`src/rtl/vita49_pack_if.sv`:
```
// -----------------------------------------------------------------------------
// vita49_pack_if
// Purpose : AXI4-Stream style bundle used for both the raw sample input and
//           the VITA49 packet output of vita49_pack.
// Signals : tdata  [31:0] data word
//           tvalid        source has a word
//           tready        sink accepts the word
//           tlast         last word of a packet
// Modports: master drives tdata/tvalid/tlast and reads tready;
//           slave reads tdata/tvalid/tlast and drives tready.
// -----------------------------------------------------------------------------
interface vita49_pack_if;
    logic [31:0] tdata;
    logic        tvalid;
    logic        tready;
    logic        tlast;

    modport master (output tdata, output tvalid, output tlast, input tready);
    modport slave  (input tdata, input tvalid, input tlast, output tready);
endinterface

```
`src/rtl/vita49_pack.sv`:
```
// -----------------------------------------------------------------------------
// vita49_pack
// Purpose : Wraps a raw 32-bit sample stream into VITA49 signal-data packets:
//           header, stream ID, integer seconds, fractional seconds (msw, lsw),
//           then payload_len sample words with TLAST on the final one.
// Ports   : AXIS_ACLK       clock
//           AXIS_ARESETN    asynchronous active-low reset
//           S_AXIS          raw sample stream (slave)
//           M_AXIS          VITA49 packet stream (master)
//           trig            start qualifier (with ctrl[0])
//           ctrl            [0] start_cmd, [1] reset_cmd, [2] passthrough
//           streamID        stream identifier, latched per packet
//           payload_len     payload words per packet, latched per packet
//           timestamp_sec   integer timestamp, latched per packet
//           timestamp_fsec  fractional timestamp, latched per packet
//           status          {start,reset,pass,ARESETN,23'h0,len_err,state}
//           pkt_sent        packets completed (wraps)
//           len_err_cnt     rejected payload lengths (wraps)
//           Mstate_dbg      current state
// -----------------------------------------------------------------------------
module vita49_pack (
    input  logic                 AXIS_ACLK,
    input  logic                 AXIS_ARESETN,
    vita49_pack_if.slave         S_AXIS,
    vita49_pack_if.master        M_AXIS,
    input  logic                 trig,
    input  logic [31:0]          ctrl,
    input  logic [31:0]          streamID,
    input  logic [15:0]          payload_len,
    input  logic [31:0]          timestamp_sec,
    input  logic [63:0]          timestamp_fsec,
    output logic [31:0]          status,
    output logic [31:0]          pkt_sent,
    output logic [31:0]          len_err_cnt,
    output logic [3:0]           Mstate_dbg
);
    typedef enum logic [3:0] {
        S_IDLE    = 4'd0,
        S_WAIT    = 4'd1,
        S_HDR     = 4'd2,
        S_SID     = 4'd3,
        S_TSI     = 4'd4,
        S_TSF0    = 4'd5,
        S_TSF1    = 4'd6,
        S_PAYLOAD = 4'd7
    } state_t;

    state_t      r_state;
    state_t      w_state_next;
    logic [3:0]  r_pkt_cnt;
    logic [31:0] r_pkt_sent;
    logic [31:0] r_len_err_cnt;
    logic        r_len_err;
    logic        r_err_done;     // length error already counted for this WAIT_DATA visit
    logic [31:0] r_sid;
    logic [31:0] r_ts_sec;
    logic [63:0] r_ts_fsec;
    logic [15:0] r_len;
    logic [15:0] r_pay_cnt;

    logic        w_start;
    logic        w_rcmd;
    logic        w_pass;
    logic        w_len_bad;
    logic        w_pay_xfer;
    logic        w_pay_last;
    logic [15:0] w_pkt_size;
    logic [31:0] w_hdr;
    logic        w_latch;
    logic        w_err_pulse;
    logic        w_pkt_done;
    logic [31:0] w_m_tdata;
    logic        w_m_tvalid;
    logic        w_m_tlast;
    logic        w_s_tready;
    logic        w_unused_ctrl;

    assign w_start       = ctrl[0];
    assign w_rcmd        = ctrl[1];
    assign w_pass        = ctrl[2];
    assign w_unused_ctrl = ^ctrl[31:3];

    assign w_len_bad  = (payload_len == 16'd0) || (payload_len > 16'd65530);
    assign w_pay_xfer = (r_state == S_PAYLOAD) && S_AXIS.tvalid && M_AXIS.tready;
    assign w_pay_last = (r_pay_cnt == (r_len - 16'd1));
    assign w_pkt_size = r_len + 16'd5;
    // Version 1 = signal data with stream ID; TSI=UTC, TSF=real-time
    assign w_hdr      = {4'b0001, 1'b0, 1'b0, 2'b00, 2'b01, 2'b10, r_pkt_cnt, w_pkt_size};

    always_comb begin
        w_state_next = r_state;
        w_latch      = 1'b0;
        w_err_pulse  = 1'b0;
        w_pkt_done   = 1'b0;
        w_m_tdata    = 32'h0;
        w_m_tvalid   = 1'b0;
        w_m_tlast    = 1'b0;
        w_s_tready   = 1'b0;

        case (r_state)
            S_IDLE: begin
                if (w_start && trig) w_state_next = S_WAIT;
            end
            S_WAIT: begin
                // A bad length blocks the start; the first sample stays queued upstream
                if (w_len_bad) begin
                    w_err_pulse = !r_err_done;
                end else if (S_AXIS.tvalid) begin
                    w_latch      = 1'b1;
                    w_state_next = S_HDR;
                end
            end
            S_HDR: begin
                w_m_tvalid = 1'b1;
                w_m_tdata  = w_hdr;
                if (M_AXIS.tready) w_state_next = S_SID;
            end
            S_SID: begin
                w_m_tvalid = 1'b1;
                w_m_tdata  = r_sid;
                if (M_AXIS.tready) w_state_next = S_TSI;
            end
            S_TSI: begin
                w_m_tvalid = 1'b1;
                w_m_tdata  = r_ts_sec;
                if (M_AXIS.tready) w_state_next = S_TSF0;
            end
            S_TSF0: begin
                w_m_tvalid = 1'b1;
                w_m_tdata  = r_ts_fsec[63:32];
                if (M_AXIS.tready) w_state_next = S_TSF1;
            end
            S_TSF1: begin
                w_m_tvalid = 1'b1;
                w_m_tdata  = r_ts_fsec[31:0];
                if (M_AXIS.tready) w_state_next = S_PAYLOAD;
            end
            S_PAYLOAD: begin
                // Samples flow straight through; no buffering
                w_m_tdata  = S_AXIS.tdata;
                w_m_tvalid = S_AXIS.tvalid;
                w_s_tready = M_AXIS.tready;
                w_m_tlast  = w_pay_last;
                if (w_pay_xfer && w_pay_last) begin
                    w_pkt_done   = 1'b1;
                    w_state_next = w_start ? S_WAIT : S_IDLE;
                end
            end
            default: w_state_next = S_IDLE;
        endcase

        if (w_pass) begin
            w_state_next = S_IDLE;
            w_latch      = 1'b0;
            w_err_pulse  = 1'b0;
            w_pkt_done   = 1'b0;
            w_m_tdata    = S_AXIS.tdata;
            w_m_tvalid   = S_AXIS.tvalid;
            w_m_tlast    = S_AXIS.tlast;
            w_s_tready   = M_AXIS.tready;
        end

        // reset_cmd wins over everything; an in-flight packet just stops
        if (w_rcmd) begin
            w_state_next = S_IDLE;
            w_latch      = 1'b0;
            w_err_pulse  = 1'b0;
            w_pkt_done   = 1'b0;
        end
    end

    always_ff @(posedge AXIS_ACLK or negedge AXIS_ARESETN) begin
        if (!AXIS_ARESETN) begin
            r_state       <= S_IDLE;
            r_pkt_cnt     <= 4'd0;
            r_pkt_sent    <= 32'd0;
            r_len_err_cnt <= 32'd0;
            r_len_err     <= 1'b0;
            r_err_done    <= 1'b0;
            r_sid         <= 32'd0;
            r_ts_sec      <= 32'd0;
            r_ts_fsec     <= 64'd0;
            r_len         <= 16'd0;
            r_pay_cnt     <= 16'd0;
        end else begin
            r_state <= w_state_next;

            if (w_rcmd) begin
                r_pkt_cnt     <= 4'd0;
                r_pkt_sent    <= 32'd0;
                r_len_err_cnt <= 32'd0;
                r_len_err     <= 1'b0;
                r_err_done    <= 1'b0;
            end else begin
                if (w_pkt_done) begin
                    r_pkt_cnt  <= r_pkt_cnt + 4'd1;
                    r_pkt_sent <= r_pkt_sent + 32'd1;
                end
                if (w_err_pulse) begin
                    r_len_err_cnt <= r_len_err_cnt + 32'd1;
                    r_len_err     <= 1'b1;
                end
                // Cleared whenever we are outside WAIT_DATA so each entry counts once
                r_err_done <= (r_state == S_WAIT) && (r_err_done || w_err_pulse);
            end

            if (w_latch) begin
                r_sid     <= streamID;
                r_ts_sec  <= timestamp_sec;
                r_ts_fsec <= timestamp_fsec;
                r_len     <= payload_len;
                r_pay_cnt <= 16'd0;
            end else if (w_pay_xfer) begin
                r_pay_cnt <= r_pay_cnt + 16'd1;
            end
        end
    end

    assign M_AXIS.tdata  = w_m_tdata;
    assign M_AXIS.tvalid = w_m_tvalid;
    assign M_AXIS.tlast  = w_m_tlast;
    assign S_AXIS.tready = w_s_tready;

    assign status      = {w_start, w_rcmd, w_pass, AXIS_ARESETN, 23'h0, r_len_err, r_state};
    assign pkt_sent    = r_pkt_sent;
    assign len_err_cnt = r_len_err_cnt;
    assign Mstate_dbg  = r_state;
endmodule
```
`src/flat_wrapper.sv`:
```
// flat-port wrapper written by rule: the top's interface ports become plain ports
module vita49_pack_flat 
  (AXIS_ACLK, AXIS_ARESETN, trig, ctrl, streamID, payload_len, timestamp_sec, timestamp_fsec, status, pkt_sent, len_err_cnt, Mstate_dbg, S_AXIS_tdata, S_AXIS_tvalid, S_AXIS_tlast, S_AXIS_tready, M_AXIS_tdata, M_AXIS_tvalid, M_AXIS_tlast, M_AXIS_tready);
  vita49_pack_if S_AXIS_i ();
  vita49_pack_if M_AXIS_i ();
  input  logic AXIS_ACLK;
  input  logic AXIS_ARESETN;
  input  logic trig;
  input  logic [31:0] ctrl;
  input  logic [31:0] streamID;
  input  logic [15:0] payload_len;
  input  logic [31:0] timestamp_sec;
  input  logic [63:0] timestamp_fsec;
  output logic [31:0] status;
  output logic [31:0] pkt_sent;
  output logic [31:0] len_err_cnt;
  output logic [3:0] Mstate_dbg;
  input wire logic [$bits(S_AXIS_i.tdata)-1:0] S_AXIS_tdata;
  input wire logic [$bits(S_AXIS_i.tvalid)-1:0] S_AXIS_tvalid;
  input wire logic [$bits(S_AXIS_i.tlast)-1:0] S_AXIS_tlast;
  output wire logic [$bits(S_AXIS_i.tready)-1:0] S_AXIS_tready;
  output wire logic [$bits(M_AXIS_i.tdata)-1:0] M_AXIS_tdata;
  output wire logic [$bits(M_AXIS_i.tvalid)-1:0] M_AXIS_tvalid;
  output wire logic [$bits(M_AXIS_i.tlast)-1:0] M_AXIS_tlast;
  input wire logic [$bits(M_AXIS_i.tready)-1:0] M_AXIS_tready;
  assign S_AXIS_i.tdata = S_AXIS_tdata;
  assign S_AXIS_i.tvalid = S_AXIS_tvalid;
  assign S_AXIS_i.tlast = S_AXIS_tlast;
  assign S_AXIS_tready = S_AXIS_i.tready;
  assign M_AXIS_tdata = M_AXIS_i.tdata;
  assign M_AXIS_tvalid = M_AXIS_i.tvalid;
  assign M_AXIS_tlast = M_AXIS_i.tlast;
  assign M_AXIS_i.tready = M_AXIS_tready;
  vita49_pack u_core (.AXIS_ACLK(AXIS_ACLK), .AXIS_ARESETN(AXIS_ARESETN), .S_AXIS(S_AXIS_i), .M_AXIS(M_AXIS_i), .trig(trig), .ctrl(ctrl), .streamID(streamID), .payload_len(payload_len), .timestamp_sec(timestamp_sec), .timestamp_fsec(timestamp_fsec), .status(status), .pkt_sent(pkt_sent), .len_err_cnt(len_err_cnt), .Mstate_dbg(Mstate_dbg));
endmodule
```
`config.mk`:
```
export PLATFORM = sky130hd
export DESIGN_NAME = vita49_pack_flat
export DESIGN_NICKNAME = d
export VERILOG_FILES = /design/src/rtl/vita49_pack_if.sv /design/src/rtl/vita49_pack.sv /design/src/flat_wrapper.sv
export SDC_FILE = /design/constraint.sdc
export NUM_CORES = 1
export LEC_CHECK = 0
export CAP_MARGIN = 10
export CELL_PAD_IN_SITES_DETAIL_PLACEMENT = 0
export CELL_PAD_IN_SITES_GLOBAL_PLACEMENT = 1
export CORE_MARGIN = 2
export CORE_UTILIZATION = 33
export DETAILED_ROUTE_END_ITERATION = 8
export PLACE_DENSITY = 0.89
export SYNTH_ARGS = -nofsm -noshare
export SYNTH_HDL_FRONTEND = slang
export SYNTH_SLANG_ARGS = --single-unit
export TNS_END_PERCENT = 10
```
`constraint.sdc`:
```
create_clock -name AXIS_ACLK -period 3.15 [get_ports AXIS_ACLK]
set_clock_uncertainty 0.1 [all_clocks]
set_input_delay 0.63 -clock AXIS_ACLK [delete_from_list [all_inputs] [get_ports AXIS_ACLK]]
set_output_delay 0.63 -clock AXIS_ACLK [all_outputs]
set_load 0.05 [all_outputs]
```
# --- Word level (Yosys, flattened, before mapping) ---
# Cells that the tools add are included.
op_classes:
  n_addsub: 6
  magnitude_cmp: 1
  n_eq_ne: 17
  mux: 45
  reduce_logical: 15
ops:
  columns: ["operator", "n"]
  rows:
  - ["32-bit one-hot mux with 6 select lines", 1]
  - ["32-bit two-way mux", 5]
  - ["32-bit by 1-bit adder with 32-bit output, second input constant", 2]
  - ["4-bit two-way mux", 13]
  - ["16-bit two-way mux", 2]
  - ["4-bit inequality test, second input constant", 8]
  - ["4-bit one-hot mux with 8 select lines", 1]
  - ["1-bit two-way mux", 22]
  - ["16-bit by 1-bit adder with 16-bit output, second input constant", 1]
  - ["16-bit by 3-bit adder with 16-bit output, second input constant", 1]
  - ["16-bit equality test", 1]
  - ["4-bit by 3-bit equality test with 1-bit output, second input constant", 4]
  - ["16-bit greater-than comparator, second input constant", 1]
  - ["16-bit logical NOT", 1]
  - ["16-bit by 1-bit subtractor with 16-bit output, second input constant", 1]
  - ["9-bit AND reduction", 1]
  - ["4-bit by 2-bit equality test with 1-bit output, second input constant", 2]
  - ["2-bit nonzero test", 3]
  - ["1-bit logical AND", 5]
  - ["5-bit OR reduction", 1]
  - ["4-bit by 1-bit adder with 4-bit output, second input constant", 1]
  - ["4-bit by 1-bit equality test with 1-bit output, second input constant", 1]
  - ["4-bit logical NOT", 1]
  - ["4-bit by 3-bit inequality test with 1-bit output, second input constant", 1]
  - ["3 further kinds", 4]
totals:
  regBits: 234
  in_bits: 214
  out_inout_bits: 135
  word_cells: 95

# --- Longest topological paths before layout ---
depth:
  ltp_word: 10
  ltp_mapped: 11
  ltp_nobuf: 9

# --- Least setup slack after synthesis ---
# No wires, ideal clock.
synth_path:
  kind: "register -> output"
  from: "reg u_core.r_len[3]"
  to: "out M_AXIS_tlast"
  t_arrival_ns: 3.309
  required_time_ns: 2.420
  path_slack_ns: -0.889
  path_stages_with_launch: 10
  path_buffers: 2
  cell_sequence: "dfrtp_1 buf_6 or3_4 buf_6 or3_4 or4_4 a21oi_4 o21ai_0 or4_1 o21ai_1"
synth_via:
  elab_chain_cells: 4
synth_lines:
  columns: ["element", "line", "text"]
  rows:
  - ["from (decl)", "vita49_pack.sv:58", "logic [15:0] r_len;"]
  - ["from (signal assigned)", "vita49_pack.sv:211", "r_len <= payload_len;"]
  - ["16-bit by 1-bit subtractor with 16-bit output", "vita49_pack.sv:85", "assign w_pay_last = (r_pay_cnt == (r_len - 16'd1));"]
  - ["16-bit equality test", "vita49_pack.sv:85", null]
  - ["1-bit two-way mux", "vita49_pack.sv:100", "case (r_state)"]
  - ["1-bit two-way mux", "vita49_pack.sv:152", "if (w_pass) begin"]
  - ["to (decl)", "flat_wrapper.sv:24", "output wire logic [$bits(M_AXIS_i.tlast)-1:0] M_AXIS_tlast;"]
# Every way passes these cells.

# --- Final worst setup path ---
layout_path:
  from: "reg u_core.r_len[0]"
  to: "out M_AXIS_tlast"
# The elaborated chain is that of the path after synthesis.

==> impl_metrics.py <==
metrics = {
    "status": {
        "status": "complete, but fails checks",
        "violations": "negative setup slack",
    },
    "timing": {
        "finalSetupViolCount": 43,
        "worstMarginPinSlew_ns": 0.881,
        "hold_viol": 0,
        "hold_ws_ns": 0.365,
        "rsz0062_at_grt": "yes",
        "fin_ws_ns": -0.848,
        "min_period_ns": 4.00,
        "slew_headroom": 0.412,
        "timing.fmax_mhz": 250,
        "fin_crit_sh": 1.27,
        "slew_viol_final": 0,
    },
    "drt": {
        "vias": 12343,
        "firstDrtPassIters": 5,
        "ant_nets": 0,
        "drt_iter0_drc": 699,
        "routedWlPerCell_um": 17.9,
        "detail_route.vias_per_cell": 5.07,
        "drc": 0,
        "drt-total-wl_um": 43600,
    },
    "synth": {
        "synth_edf_count": 0,
        "syn_avg_cell_area_um2": 8.39,
        "netlist_instances": 1550,
        "async_reset_ff_frac": 1.00,
        "yosys_warnings": 0,
        "ys.flop_type": "dfrtp_1",
        "synth_area_um2": 13000,
        "ys_types": 76,
        "synth.ff_latch_count": 233,
        "ys_seq_area_frac": 0.448,
    },
    "worst_setup_path": {
        "crit_chain": "inv_2 > ha_4 > or4b_4 > or3_4 > o21a_1 > o21ai_4 > o21ai_2 > or4_4 > o21ai_4 > buf_12",
        "worstRegToRegCells": 11,
        "critPathMaxStageDelay_ns": 0.52,
        "worstPathMaxFanout": 2,
        "arrival_ns": 3.27,
        "endpoint_kind": "primary output",
        "critical_path_class": "reg -> out",
        "r2r_start": "u_core.r_len[0]$_DFFE_PN0P_",
        "crit_buf_inv": 2,
        "startpoint_type": "flip-flop",
        "crit_path_frequent_cell": "o21ai_4",
        "reg2reg_to": "u_core.pkt_sent[16]$_DFFE_PN0P_",
        "path_delay_family": "simple AND/OR/NAND/NOR gates",
        "crit_required_ns": 2.42,
        "slowest_stage": "or4_4",
        "reg2reg_slack_ns": -0.08,
    },
    "layout": {
        "final_cells": 2435,
        "seqCellArea_um2": 5830,
        "drive_above_1_share": 0.201,
        "design_area_um2": 19100,
        "num-nets-final": 2119,
        "multiInputGateArea_um2": 6960,
        "fill_cells": 3638,
        "final_util": 0.493,
        "area_growth_pct": 46.9,
    },
    "placed_design": {
        "place_area_um2": 17400,
        "portBuffers": 294,
        "place_inst": 2363,
        "dp_slack_ns": -0.424,
        "dp_hpwl_um": 31200,
        "place.gp.congestion": 0.855,
    },
    "worst_hold_path": {
        "hold_end": "u_core.r_ts_fsec[21]$_DFFE_PN0P_",
        "whs_path_depth": 2,
        "hold_path_class": "reg -> reg",
        "min_from": "u_core.r_ts_fsec[21]$_DFFE_PN0P_",
    },
    "grt": {
        "grt_pass1_wl_um": 68300,
        "first_global_vias": 12352,
        "track_usage": 0.208,
        "antenna_found_initial": 2,
        "gr-total-overflow": 0,
        "grt_start_max_net_pins": 117,
    },
    "pwr": {
        "powerDensity_nw_per_um2": 473,
        "peakVddDrop_uv": 353,
        "power.leakage_nw": 8.52,
    },
    "run": {
        "cap_viol_max_count": 0,
    },
    "clocking": {
        "clockRootBuffer": "clkbuf_16",
        "cts_tree": "yes",
        "numCtsBuffers": 28,
        "clock-sinks": 233,
        "clkLatencyLatePin_ns": 0.55,
        "cts_buffer_depth": 3,
        "htree_levels": 1,
        "path_clk_slew_ns": 0.06,
    },
    "floorplan": {
        "fp.dieW_um": 202,
        "dieArea_um2": 41000,
        "io_pins": 349,
        "die_h_um": 202,
        "start_util": 0.336,
        "rows": 72,
        "core_um2": 38700,
    },
}
[cell families after synthesis]
logic type                 share of synthesized area
and+or+nand+nor                                0.287
DFF                                            0.448
AOI/OAI and AO/OA                              0.109
buffers and inverters                         0.0638
xor gates and xnor gates                      0.0458
muxes                                         0.0361
adders and majority gates                    0.00962
other                                       0.000288
[sequential cells by signal, indices dropped and copies added, names as in the netlist]
register	flops
u_core.len_err_cnt	32
u_core.r_ts_fsec	64
u_core.Mstate_dbg	3
u_core.pkt_sent	32
u_core.r_ts_sec	32
u_core.r_len	16
u_core.r_pkt_cnt	4
u_core.r_pay_cnt	16
u_core.r_sid	32
u_core.r_len_err	1
u_core.r_err_done	1
[cells in the final DEF (no fill, tap or decap), types with 12 or more instances in the layout]
cell type / n
xor2_1: 17
a22oi_1: 14
nand3_1: 30
xnor2_1: 43
or3_1: 12
nor3_1: 35
clkbuf_16: 29
buf_4: 96
inv_1: 22
dfrtp_1: 230
buf_6: 13
clkdlybuf4s50_1: 253
nor2_1: 84
a21oi_1: 24
a22o_1: 17
nor2b_1: 24
nor4_1: 19
conb_1: 25
buf_12: 54
o21ai_2: 23
mux2_2: 33
nand2_1: 529
o21ai_0: 24
nand4_1: 18
[layer usage]
layer  track usage  vias up  share of wire
met2         0.353      458           0.48
met5             0        -        0.00030
li1              -     5861              -
met3        0.0451       57          0.078
met1         0.271     5965           0.42
met4        0.0495        2          0.023
[Yosys cell counts, types with 3 or more instances]
master,count,area (um^2)
or3_1,14,87.6
a221oi_1,14,123
nand2b_1,5,31.3
o311ai_0,8,70.1
nor4b_1,3,26.3
inv_1,26,97.6
nand2_1,531,1990
or4_1,3,22.5
and2_1,6,37.5
buf_1,7,26.3
a31oi_1,3,18.8
a22oi_1,16,120
buf_6,6,67.6
mux2_1,5,56.3
o21ai_0,60,300
and3_1,13,81.3
clkbuf_8,5,68.8
or2_2,11,68.8
buf_4,36,270
dfrtp_1,233,5830
a211oi_1,3,22.5
o41ai_1,8,70.1
nor4_1,19,119
mux2i_1,3,30.0
xor2_1,18,158
clkbuf_1,77,289
ha_1,10,125
a21oi_1,35,175
and4_1,5,43.8
nand4_1,18,113
xnor2_1,50,438
nor2b_1,26,163
nand3_1,31,155
a22o_1,17,149
o211ai_1,7,52.6
nor3_1,36,180
nor2_1,88,330
a221o_1,5,50.1
mux2_2,34,383
o31ai_1,5,37.5
nor4_2,4,50.1
[metrics by stage]
stage | power, mW | setup TNS (ns)
2_1_floorplan | 4.74 | -7.45
3_3_place_gp | 5.56 | -1.37
3_5_place_dp | 5.62 | -2.49
4_1_cts | 9.06 | -3.98
5_1_grt | 9.48 | -9.50
6_report | 9.02 | -3.65
[report_power, final]
group          switching [mW]  internal, mW  total, mW
sequential              0.268          3.43       3.70
combinational            1.08         0.936       2.02
clock                    1.31          2.00       3.31
total                    2.66          6.37       9.02
[worst min-delay path: stages (launching register included)]
cell and delay [ns]:
dfrtp_1 0.33, nand2_1 0.05, nand2_1 0.05
[worst max path at each step]
stage / from / to / slack [ns] / cells past startpoint
6_report: u_core.r_len[0]$_DFFE_PN0P_ / M_AXIS_tlast / -0.85 / 10
5_1_grt: u_core.r_len[0]$_DFFE_PN0P_ / M_AXIS_tlast / -0.94 / 9
4_1_cts: u_core.r_len[0]$_DFFE_PN0P_ / M_AXIS_tlast / -0.87 / 9
3_5_place_dp: u_core.r_len[0]$_DFFE_PN0P_ / M_AXIS_tlast / -0.42 / 10
3_3_place_gp: u_core.r_len[0]$_DFFE_PN0P_ / M_AXIS_tlast / -0.39 / 10
2_1_floorplan: u_core.r_len[3]$_DFFE_PN0P_ / M_AXIS_tlast / -0.56 / 9
[area by class of cell]
| cell class | count | area share |
|---|---|---|
| Multi-Input combinational cell | 1183 | 0.365 |
| Sequential cell | 233 | 0.306 |
| Timing Repair Buffer | 423 | 0.240 |
| Clock buffer | 41 | 0.0440 |
| Tap cell | 518 | 0.0339 |
| Clock inverter | 10 | 0.00616 |
| Inverter | 26 | 0.00524 |
| Antenna cell | 1 | 0.000131 |
[repair_timing]
item                                    4_1_cts  5_1_grt
setup buffers                                 9        7
cloned                                        1        2
hold endpoints to repair                     45        0
hold buffers                                  1        0
endpoints found under the setup margin       61       69
resized for setup                            99       36
pin swaps                                    16       13
Note: power is estimated with default switching activity, not from simulation.
